### src/rtl/uart_pkg.sv
// Shared types and width helpers for the UART transmit scheduler slice.
package uart_pkg;

    typedef enum logic [1:0] {
        IDLE  = 2'b00,
        START = 2'b01,
        BUSY  = 2'b10,
        GAP   = 2'b11
    } sched_state_t;

    localparam int BYTE_W = 8;

    function automatic int clog2_min1(input int value);
        return (value > 2) ? $clog2(value) : 1;
    endfunction

endpackage

### src/rtl/rr_arbiter.sv
// Combinational round-robin picker: first set request at or after ptr, wrapping.
module rr_arbiter
    import uart_pkg::*;
#(
    parameter int N_REQ = 4,
    parameter int IW    = clog2_min1(N_REQ)
) (
    input  logic [N_REQ-1:0] req,
    input  logic [IW-1:0]    ptr,
    output logic [IW-1:0]    grant,
    output logic             valid
);

    localparam logic [N_REQ-1:0] ONE_HOT0 = {{(N_REQ-1){1'b0}}, 1'b1};

    // Scan upward from the pointer and keep only the first hit.
    always_comb begin
        int   idx_s;
        logic hit_s;
        grant = '0;
        valid = 1'b0;
        idx_s = 0;
        hit_s = 1'b0;
        for (int k = 0; k < N_REQ; k++) begin
            idx_s = int'(ptr) + k;
            idx_s = (idx_s >= N_REQ) ? idx_s - N_REQ : idx_s;
            hit_s = ~valid & (|(req & (ONE_HOT0 << idx_s)));
            grant = hit_s ? idx_s[IW-1:0] : grant;
            valid = valid | hit_s;
        end
    end

endmodule

### src/rtl/uart_tx_scheduler.sv
// Round-robin sharing of one UART transmitter among N_REQ byte producers,
// with per-frame start/done sequencing, inter-frame gap and a done watchdog.
module uart_tx_scheduler
    import uart_pkg::*;
#(
    parameter int N_REQ          = 4,
    parameter int GAP_CYCLES     = 16,
    parameter int TIMEOUT_CYCLES = 262143
) (
    input  logic                     clk,
    input  logic                     Tx_rst,
    input  logic [N_REQ-1:0]         req,
    input  logic [BYTE_W*N_REQ-1:0]  req_data,
    output logic [N_REQ-1:0]         ack,
    output logic                     Start,
    output logic [BYTE_W-1:0]        data,
    input  logic                     done,
    output logic                     busy,
    output logic [$clog2(N_REQ)-1:0] grant_id,
    output logic                     timeout_err
);

    localparam int IW = clog2_min1(N_REQ);
    localparam int GW = clog2_min1(GAP_CYCLES + 1);
    localparam int TW = clog2_min1(TIMEOUT_CYCLES + 1);

    localparam logic [GW-1:0]    GAP_LAST = (GAP_CYCLES > 0) ? GW'(GAP_CYCLES - 1) : '0;
    localparam logic [TW-1:0]    WD_LAST  = (TIMEOUT_CYCLES > 1) ? TW'(TIMEOUT_CYCLES - 1) : TW'(1'b1);
    localparam logic [N_REQ-1:0] ACK_ONE  = {{(N_REQ-1){1'b0}}, 1'b1};
    localparam logic [IW-1:0]    PTR_LAST = IW'(N_REQ - 1);

    sched_state_t      state_r, state_s;
    logic [IW-1:0]     ptr_r, ptr_s;
    logic [IW-1:0]     grant_id_r, grant_id_s;
    logic [BYTE_W-1:0] data_r, data_s;
    logic              start_r, start_s;
    logic [N_REQ-1:0]  ack_r, ack_s;
    logic              timeout_err_r, timeout_err_s;
    logic              busy_r, busy_s;
    logic              done_q_r;
    logic [GW-1:0]     gap_cnt_r, gap_cnt_s;
    logic [TW-1:0]     wdog_r, wdog_s;

    logic              done_rise_s;
    logic [N_REQ-1:0]  req_eff_s;
    logic [IW-1:0]     arb_grant_s;
    logic              arb_valid_s;
    logic [BYTE_W-1:0] sel_data_s;
    logic [IW-1:0]     next_ptr_s;
    logic [TW-1:0]     wdog_inc_s;
    logic              timeout_hit_s;

    // A requester still seeing its own ack pulse must not be re-granted.
    assign req_eff_s     = req & ~ack_r;
    assign done_rise_s   = done & ~done_q_r;
    assign next_ptr_s    = (grant_id_r == PTR_LAST) ? '0 : grant_id_r + IW'(1'b1);
    assign wdog_inc_s    = wdog_r + TW'(1'b1);
    assign timeout_hit_s = (wdog_inc_s == WD_LAST);

    rr_arbiter #(
        .N_REQ (N_REQ),
        .IW    (IW)
    ) u_arb (
        .req   (req_eff_s),
        .ptr   (ptr_r),
        .grant (arb_grant_s),
        .valid (arb_valid_s)
    );

    // Byte mux for the requester the arbiter is currently pointing at.
    always_comb begin
        sel_data_s = '0;
        for (int j = 0; j < N_REQ; j++) begin
            sel_data_s = (arb_grant_s == IW'(j)) ? req_data[BYTE_W*j +: BYTE_W] : sel_data_s;
        end
    end

    // Frame sequencer: next state and next values of every registered output.
    always_comb begin
        state_s       = state_r;
        ptr_s         = ptr_r;
        grant_id_s    = grant_id_r;
        data_s        = data_r;
        start_s       = 1'b0;
        ack_s         = '0;
        timeout_err_s = 1'b0;
        gap_cnt_s     = gap_cnt_r;
        wdog_s        = wdog_r;
        case (state_r)
            IDLE: begin
                if (arb_valid_s) begin
                    grant_id_s = arb_grant_s;
                    data_s     = sel_data_s;
                    start_s    = 1'b1;
                    state_s    = START;
                end else begin
                    state_s = IDLE;
                end
            end
            START: begin
                wdog_s  = '0;
                state_s = BUSY;
            end
            BUSY: begin
                if (done_rise_s || timeout_hit_s) begin
                    ack_s         = ACK_ONE << grant_id_r;
                    timeout_err_s = ~done_rise_s;
                    ptr_s         = next_ptr_s;
                    gap_cnt_s     = '0;
                    state_s       = (GAP_CYCLES > 0) ? GAP : IDLE;
                end else begin
                    wdog_s = wdog_inc_s;
                end
            end
            GAP: begin
                if (gap_cnt_r == GAP_LAST) begin
                    state_s = IDLE;
                end else begin
                    gap_cnt_s = gap_cnt_r + GW'(1'b1);
                end
            end
            default: begin
                state_s = IDLE;
            end
        endcase
        busy_s = (state_s != IDLE);
    end

    // State and output registers; Tx_rst clears everything immediately.
    always_ff @(posedge clk or negedge Tx_rst) begin
        if (!Tx_rst) begin
            state_r       <= IDLE;
            ptr_r         <= '0;
            grant_id_r    <= '0;
            data_r        <= 8'h00;
            start_r       <= 1'b0;
            ack_r         <= '0;
            timeout_err_r <= 1'b0;
            busy_r        <= 1'b0;
            done_q_r      <= 1'b0;
            gap_cnt_r     <= '0;
            wdog_r        <= '0;
        end else begin
            state_r       <= state_s;
            ptr_r         <= ptr_s;
            grant_id_r    <= grant_id_s;
            data_r        <= data_s;
            start_r       <= start_s;
            ack_r         <= ack_s;
            timeout_err_r <= timeout_err_s;
            busy_r        <= busy_s;
            done_q_r      <= done;
            gap_cnt_r     <= gap_cnt_s;
            wdog_r        <= wdog_s;
        end
    end

    assign ack         = ack_r;
    assign Start       = start_r;
    assign data        = data_r;
    assign busy        = busy_r;
    assign grant_id    = grant_id_r;
    assign timeout_err = timeout_err_r;

endmodule

### config.mk
export PLATFORM = sky130hd
export DESIGN_NAME = uart_tx_scheduler
export DESIGN_NICKNAME = d
export VERILOG_FILES = /design/src/rtl/uart_pkg.sv /design/src/rtl/rr_arbiter.sv /design/src/rtl/uart_tx_scheduler.sv
export SDC_FILE = /design/constraint.sdc
export NUM_CORES = 1
export LEC_CHECK = 0
export ABC_AREA = 0
export ABC_CLOCK_PERIOD_IN_PS = 3700
export CAP_MARGIN = 5
export CORE_ASPECT_RATIO = 1.5
export CORE_UTILIZATION = 30
export CTS_CLUSTER_DIAMETER = 50
export DETAILED_ROUTE_END_ITERATION = 10
export SETUP_SLACK_MARGIN = 0.4
export SLEW_MARGIN = 20
export SYNTH_ARGS = -nofsm -noshare
export SYNTH_HDL_FRONTEND = slang
export SYNTH_HIERARCHICAL = 1
export SYNTH_SLANG_ARGS = --single-unit
### constraint.sdc
create_clock -name clk -period 3.7 [get_ports clk]
set_clock_uncertainty 0.2 [all_clocks]
set_input_delay 0.74 -clock clk [delete_from_list [all_inputs] [get_ports clk]]
set_output_delay 0.74 -clock clk [all_outputs]
set_load 0.005 [all_outputs]
# == After elaboration in Yosys (flattened, before gate mapping) ==
# Cells that the tools add are included.
# word_totals
out_inout_bits,17
register_bits,45
inputBits,39
elab_cells,102
# op_classes
shift,5
n_addsub,10
reduce_logical,14
n_bitwise,18
n_eq_ne,12
muxes,28
n_lt_le_gt_ge,4
# op_table
cell,count
$mux 32,4
$shl 1x32->4 const A,4
$ge 32x4->1 const B,3
$sub 32x4->32 const B,3
$pmux 18 s2,1
$mux 8,4
$and 4x4->4,5
$add 18x1->18 const B,1
$eq 18x18->1 const B,1
$mux 18,1
$reduce_or 4->1,4
$mux 2,7
$eq 2x2->1 const B,5
$mux 5,2
$pmux 5 s2,1
$mux 4,2
$pmux 2 s4,1
$add 2x2->3 const B,2
$ne 2x2->1 const B,3
$reduce_and 2->1,3
$reduce_bool 2->1,3
$add 5x1->5 const B,1
$eq 5x4->1 const B,1
$mux 1,5
other kinds (13),24

# == Logic depth before layout (Yosys ltp) ==
# Gate-level depths: netlist of run 1.
# logic_depth
ltp_word,19
depth_mapped,11
ltp_nobuf,9

# == Hierarchy ==
# Netlist of run 1, hierarchy kept.
# by_module_without_submodules
mod,n_inst,area_each_um2,seq_area_each_um2,cells_per_inst
uart_tx_scheduler,1,2516.2,1126.1,237
rr_arbiter,1,231.5,0.0,28

# == Least setup slack after synthesis of run 1 ==
# OpenSTA, ideal clock, no wires.
# synth_timing
kind,input to register
from,in req[2]
to,"reg data_r[3], in the netlist data[3]"
path_stages,8
path_buffers,1
setup_ps,125
required_time_ps,3375
arrival_ps,2975
path_slack_ps,400
cell_sequence,nor2b_1 > a22o_1 > a221oi_2 > and2_1 > a22o_1 > clkbuf_1 > mux4_2 > mux2_2
# synth_between
elab_chain_cells,17
word_cells_on_any_way,31
classes_between,eq/ne (3); mux (8); bitwise (14); reduce/logical (6)
# synth_lines
element,line,source
"start, declared",uart_tx_scheduler.sv:12,"input logic [N_REQ-1:0] req,"
$and 4x4->4 *,uart_tx_scheduler.sv:54,assign req_eff_s = req & ~ack_r;
$and 4x4->4,rr_arbiter.sv:27,hit_s = ~valid & (|(req & (ONE_HOT0 << idx_s)));
$reduce_or 4->1,rr_arbiter.sv:27,
$not 1->1,rr_arbiter.sv:27,
$and 1x1->1,rr_arbiter.sv:27,
$or 1x1->1,rr_arbiter.sv:29,valid = valid | hit_s;
$not 1->1,rr_arbiter.sv:27,
$and 1x1->1,rr_arbiter.sv:27,
$or 1x1->1,rr_arbiter.sv:29,
$not 1->1,rr_arbiter.sv:27,
$and 1x1->1,rr_arbiter.sv:27,
$mux 2 *,rr_arbiter.sv:28,grant = hit_s ? idx_s[IW-1:0] : grant;
via arb_grant_s[0],uart_tx_scheduler.sv:46,logic [IW-1:0] arb_grant_s;
$logic_not 2->1,uart_tx_scheduler.sv:74,sel_data_s = (arb_grant_s == IW'(j)) ? req_data[BYTE_W*j +: BYTE_W] : sel_data_s;
$mux 8 (3 in series),uart_tx_scheduler.sv:74,
$mux 8 *,uart_tx_scheduler.sv:74,
"end signal, assigned",uart_tx_scheduler.sv:147,data_r <= data_s;
"end, declared",uart_tx_scheduler.sv:35,"logic [BYTE_W-1:0] data_r, data_s;"
# The timed path passes the listed nets; every way through them passes the cells marked *.
# A chain may end at the register's enable or synchronous reset.

# == Worst setup path after layout of run 1 ==
# layout_timing
from,in req[2]
to,"reg data_r[5], in the netlist data[5]"
# layout_between
elab_chain_cells,17
word_cells_on_any_way,31
classes_between,eq/ne (3); mux (8); bitwise (14); reduce/logical (6)
# layout_lines
element,line,source
$and 4x4->4 *,uart_tx_scheduler.sv:54,
via req_eff_s[2],uart_tx_scheduler.sv:45,logic [N_REQ-1:0] req_eff_s;
$and 4x4->4,rr_arbiter.sv:27,
$reduce_or 4->1,rr_arbiter.sv:27,
$not 1->1,rr_arbiter.sv:27,
$and 1x1->1,rr_arbiter.sv:27,
$or 1x1->1,rr_arbiter.sv:29,
$not 1->1,rr_arbiter.sv:27,
$and 1x1->1,rr_arbiter.sv:27,
$or 1x1->1,rr_arbiter.sv:29,
$not 1->1,rr_arbiter.sv:27,
$and 1x1->1,rr_arbiter.sv:27,
$mux 2 *,rr_arbiter.sv:28,
via arb_grant_s[0],uart_tx_scheduler.sv:46,
$logic_not 2->1,uart_tx_scheduler.sv:74,
$mux 8 (3 in series),uart_tx_scheduler.sv:74,
$mux 8 *,uart_tx_scheduler.sv:74,
# Marked as above.

==> results of run 1 <==
[state kept, by name (all words and copies together) (netlist names)]
signal / flops
Start: 1
grant_id: 2
ack: 4
timeout_err: 1
state_r: 2
wdog_r: 18
done_q_r: 1
ptr_r: 2
gap_cnt_r: 5
data: 8
busy: 1
[cell usage in the layout (no fill, tap or decap), types with 2 or more instances in the layout]
master	instances
xnor2_1	2
nand3_1	12
o211ai_1	7
a22o_1	3
mux2_2	9
dfrtp_1	45
xor2_1	3
nand2b_1	3
nor2b_1	3
or3_1	5
and3_1	4
and2_1	9
clkbuf_16	5
a21oi_1	7
ha_1	12
nand2_1	21
o311ai_0	3
a221oi_2	2
o31ai_1	5
nor2_1	11
nor2b_2	2
nand4_1	8
mux4_2	8
buf_4	3
mux2i_1	4
a31o_2	2
a31oi_1	2
nor4_1	7
inv_1	8
a22oi_1	4
nor3_1	4
o21ai_0	14
clkdlybuf4s50_1	54
a211oi_1	2
[cells by family after synthesis]
group,after synthesis
fa+ha+maj,12
mux,22
flops,45
buf+inv,23
compound gates,61
simple gates,97
xor+xnor,5
[cell type report]
class                   count  area [µm²]  share of cell area (%)
inverters                   8        30.0                   0.843
well taps                 110         138                    3.86
clock inverters             3        21.3                   0.597
repair buffers             58         583                    16.4
flip-flops and latches     45        1130                    31.6
clock buffers               5         125                    3.51
multi-input cells         197        1540                    43.2
[metrics by stage]
stage                     instance area, µm²  hold slack [ns]
after floorplan                         2750            0.244
after global placement                  3400            0.282
after detailed placement                3400            0.285
after CTS                               3540            0.295
after global routing                    3560            0.306
final                                   3560            0.246
[worst min path at each step]
stage | startpoint | end | slack [ns] | cells after the start
floorplan | Tx_rst | Start | 0.24 | 0
global placement | wdog_r[17] | wdog_r[17] | 0.28 | 1
detailed placement | wdog_r[17] | wdog_r[17] | 0.28 | 1
CTS | wdog_r[17] | wdog_r[17] | 0.30 | 1
global route | Tx_rst | wdog_r[12] | 0.31 | 1
finish | Tx_rst | wdog_r[17] | 0.25 | 1
[power breakdown]
| part | leakage, nW | internal, mW | switching, mW |
|---|---|---|---|
| logic | 0.830 | 0.361 | 0.287 |
| clock network | 0.0702 | 0.252 | 0.199 |
| registers | 0.584 | 0.601 | 0.112 |
[metal layers]
layer	up-vias	part of all wire, %	global-route usage (%)
met1	1095	40	17.2
li1	1102	-	-
met2	68	52	26.3
met3	8	5.5	3.52
met5	-	0	0
met4	0	1.7	4.80
==> flow_summary.ini, run 1 <==
[yosys]
synth_common_cells = dfrtp_1, nand2_1, o21ai_0
synth_cells = 265
synth_top_flop_cell = dfrtp_1
synth_top_area_cell = dfrtp_1
syn_area_um2 = 2750
synth_top_family_by_area = simple AND/OR/NAND/NOR gates
synth.avg_cell_area_um2 = 10.4
synth_cell_type_count = 53
synth-seq-cells = 45
synthMuxAreaShare_pct = 12.1
yosys.area_share.adder_pct = 5.46
yosys_warnings = 6
synth-simple-area-share_pct = 19.9
ys_seq_area_share_pct = 41.0
yosysTopAreaCellShare_pct = 41.0
yosysMostFrequentCell = dfrtp_1
synth.net_count = 316
synthArstFlopShare_pct = 100
synthXorXnorAreaFrac_pct = 1.59
synth-compound-area-share_pct = 16.3
synth.area.top_cells = dfrtp_1, mux4_2, ha_1, mux2_2, nand2_1
synth_edf_count = 0

[critical_path]
start_kind = input port
critical_path_buf_inv_count = 2
path_cells = clkdlybuf4s50_1, nor2b_2, a22o_1, a221oi_4, and2_1, a22o_1, buf_12, mux4_2, mux2_2
crit-reg2reg-launch = ptr_r[0]
arrival_ns = 3.20
critPathKind = in2reg
cp-endpoint = data[5]
crit_path_max_fanout = 9
cp_slowest_cell = mux4_2
cpMostUsedCell = a22o_1
cp.required_ns = 3.68
worst-path-stages = 9
timing.rr.end = data[5]
max_stage_delay_ns = 0.50
crit_family = multiplexers
cp-startpoint = req[2]
rr_worst_depth = 9
r2r_slack_ns = 0.72
worstSetupEndpointType = flop

[place]
gp_congestion = 0.838
hpwl_um = 4850
pre_cts_ws_ns = 0.145
io_buffers = 55
place_inst = 418

[sta]
max_freq_ghz = 0.310
finalSetupViolCount = 0
finalCritPeriodShare_pct = 87.1
tightestPinTransition_ns = 0.577
finalHoldViolations = 0
setup_ws_ns = 0.476
rsz0062_at_grt = no
relSlewSlack_pct = 61.5
timing.setup.tns_ns = 0
min_period_ns = 3.22
drv_slew = 0

[die]
initial_utilization_pct = 30.9
rows = 42
ios = 56
dieArea_um2 = 9550
coreArea_um2 = 8880
fp.dieH_um = 119
dieWidth_um = 80.1

[final_layout]
synthToLayoutAreaGrowth_pct = 29.7
drive_gt1_share_pct = 14.2
stdcell_count = 426
fin_util_pct = 40.1
antennaDiodeCount = 0
final_nets = 366
fillerInstances = 872

[clock_tree]
postCtsHoldBufs = 0
cts_resized = 0
clkSlewWorstSetupHoldPaths_ns = 0.06
postCtsSetupBuffers = 0
htreeDepth = 2
cts_root_buf = clkbuf_16
clk_latency_ns = 0.29
ctsLongestPathBuffers = 2
cts_buffers = 5
cts.sinks = 45
cts_tree = built

[status]
status = finished, final reports clean

[detailed_routing]
drtPass1Iterations = 4
dr_total_vias = 2273
routed_wl_um = 6420
drt_iter0_drc = 183
drc = 0
ant_nets = 0
wl_per_cell_um = 15.1
avgViaCountPerCell = 5.34

[global_route]
grt_usage_pct = 14.8
grt_pass1_vias = 2286
grt_pass1_wl_um = 11100
gr-total-overflow = 0
antenna_found_initial = 0
grt_start_max_net_pins = 46

[power_and_ir_drop]
power_leakage_nw = 1.48
vdd_ir_drop_max_mv = 0.246
finalPower_mw = 1.81
power.density_nw_per_um2 = 508

[job]
drv_cap = 0

[min_path]
holdCritPathClass = in2async
(Power assumes the default switching activity.)
==> run 2: changes to the inputs <==
- REMOVE_ABC_BUFFERS: not set -> 1
==> flow_summary.ini, run 2 (same netlist as run 1, synthesis figures left out) <==
[status]
status = finished, final reports clean

[final_layout]
final_common_cell = clkdlybuf4s50_1
drive_gt1_share_pct = 15.5
final_area_um2 = 3610
fin_util_pct = 40.7
fillerInstances = 861
max_flop_register = wdog_r
synthToLayoutAreaGrowth_pct = 31.6
layout_common_cells = clkdlybuf4s50_1, dfrtp_1, nand2_1, o21ai_0
largest_register_ffs = 18
final_nets = 367
antennaDiodeCount = 0
stdcell_count = 427

[sta]
finalSetupViolCount = 0
whs_ns = 0.249
rsz0062_at_grt = no
tightestPinTransition_ns = 0.575
drv_slew = 0
setup_ws_ns = 0.470
max_freq_ghz = 0.310
timing.setup.tns_ns = 0
finalCritPeriodShare_pct = 87.3
finalHoldViolations = 0
min_period_ns = 3.23
relSlewSlack_pct = 61.7

[power_and_ir_drop]
pwr-share-comb_pct = 35.0
power.density_nw_per_um2 = 529
power_leakage_nw = 1.51
finalPower_mw = 1.91
pwr-share-clk_pct = 27.4
internal_power_mw = 1.31
seqPwrFrac_pct = 37.6
p_sw_uw = 601
vdd_ir_drop_max_mv = 0.247
p_sw_share_pct = 31.4

[critical_path]
arrival_ns = 3.20
crit-reg2reg-launch = wdog_r[0]
worstSetupEndpointType = flop
cp-startpoint = req[2]
rr_worst_depth = 8
r2r_slack_ns = 0.70
crit_path_max_fanout = 9
cp.required_ns = 3.67
start_kind = input port
critPathKind = in2reg
timing.rr.end = ptr_r[0]

[clock_tree]
cts_buffers = 5
cts.sinks = 45
postCtsHoldBufs = 0
htreeDepth = 2
clk_latency_ns = 0.29
cts_tree = built
cts_root_buf = clkbuf_16
ctsLongestPathBuffers = 2
clkSlewWorstSetupHoldPaths_ns = 0.06

[detailed_routing]
avgViaCountPerCell = 5.42
drtPass1Iterations = 4
dr_total_vias = 2315
drt_iter0_drc = 135
drc = 0
ant_nets = 0
wl_per_cell_um = 15.1
routed_wl_um = 6450

[min_path]
holdCritPathClass = in2async

[global_route]
grt_pass1_vias = 2273
grt_pass1_wl_um = 10800
grt_start_max_net_pins = 46
grt_usage_pct = 14.5
antenna_found_initial = 0
gr-total-overflow = 0

[die]
coreArea_um2 = 8880
initial_utilization_pct = 30.9
rows = 42
dieArea_um2 = 9550
fp.dieH_um = 119
dieWidth_um = 80.1
ios = 56

[place]
place_inst = 418
hpwl_um = 4840
pre_cts_ws_ns = 0.0999
placed_area_um2 = 3400
io_buffers = 55
gp_congestion = 0.836

[job]
drv_cap = 0
-- run 2: worst max path at each step --
stage | end | slack [ns] | depth (start not counted)
6_report | data[7] | 0.47 | 9
2_1_floorplan | data[0] | 0.55 | 7
4_1_cts | data[7] | 0.41 | 8
3_5_place_dp | data[7] | 0.1 | 8
3_3_place_gp | data[7] | 0.16 | 9
5_1_grt | data[7] | 0.39 | 9
-- run 2: layout make-up --
| cell class | instances | area (µm²) | area share (%) |
|---|---|---|---|
| multi-input combinational | 197 | 1550 | 43.0 |
| sequential | 45 | 1130 | 31.2 |
| timing repair buffer | 59 | 591 | 16.3 |
| tap | 110 | 138 | 3.81 |
| clock inverter | 2 | 37.5 | 1.04 |
| inverter | 8 | 30.0 | 0.831 |
| clock buffer | 6 | 139 | 3.84 |
-- run 2: critical path, cell delays in order --
cell	delay [ns]
clkdlybuf4s50_1	0.43
nor2b_2	0.19
a22o_1	0.26
a221oi_4	0.31
and2_4	0.22
a22o_4	0.13
buf_12	0.13
mux4_2	0.50
mux2_2	0.28
-- run 2: layer usage --
layer | track usage [%] | vias to the layer above | share of wire (%)
li1 | - | 1110 | -
met1 | 17.4 | 1115 | 42
met2 | 24.3 | 82 | 51
met3 | 3.75 | 8 | 5.9
met4 | 5.69 | 0 | 1.6
met5 | 0 | - | 0
-- run 2: timing repair --
| item | CTS | global route |
|---|---|---|
| buffers inserted | 0 | 1 |
| gates resized for setup | 1 | 6 |
| setup endpoints to repair | 1 | 8 |
| pin swaps | 0 | 3 |
-- run 2: power groups by stage --
| stage | registers (mW) | logic (mW) | clock network, mW |
|---|---|---|---|
| 3_5_place_dp | 0.724 | 0.652 | 0 |
| 6_report | 0.718 | 0.669 | 0.524 |
| 2_1_floorplan | 0.701 | 0.393 | 0 |
| 4_1_cts | 0.716 | 0.663 | 0.540 |
| 3_3_place_gp | 0.720 | 0.636 | 0 |
| 5_1_grt | 0.738 | 0.748 | 0.566 |
==> run 3: changes to the inputs <==
- REMOVE_ABC_BUFFERS: 1 -> not set
==> results of run 3 <==
Same layout as run 1: the final DEF is identical, and so are final timing and power.
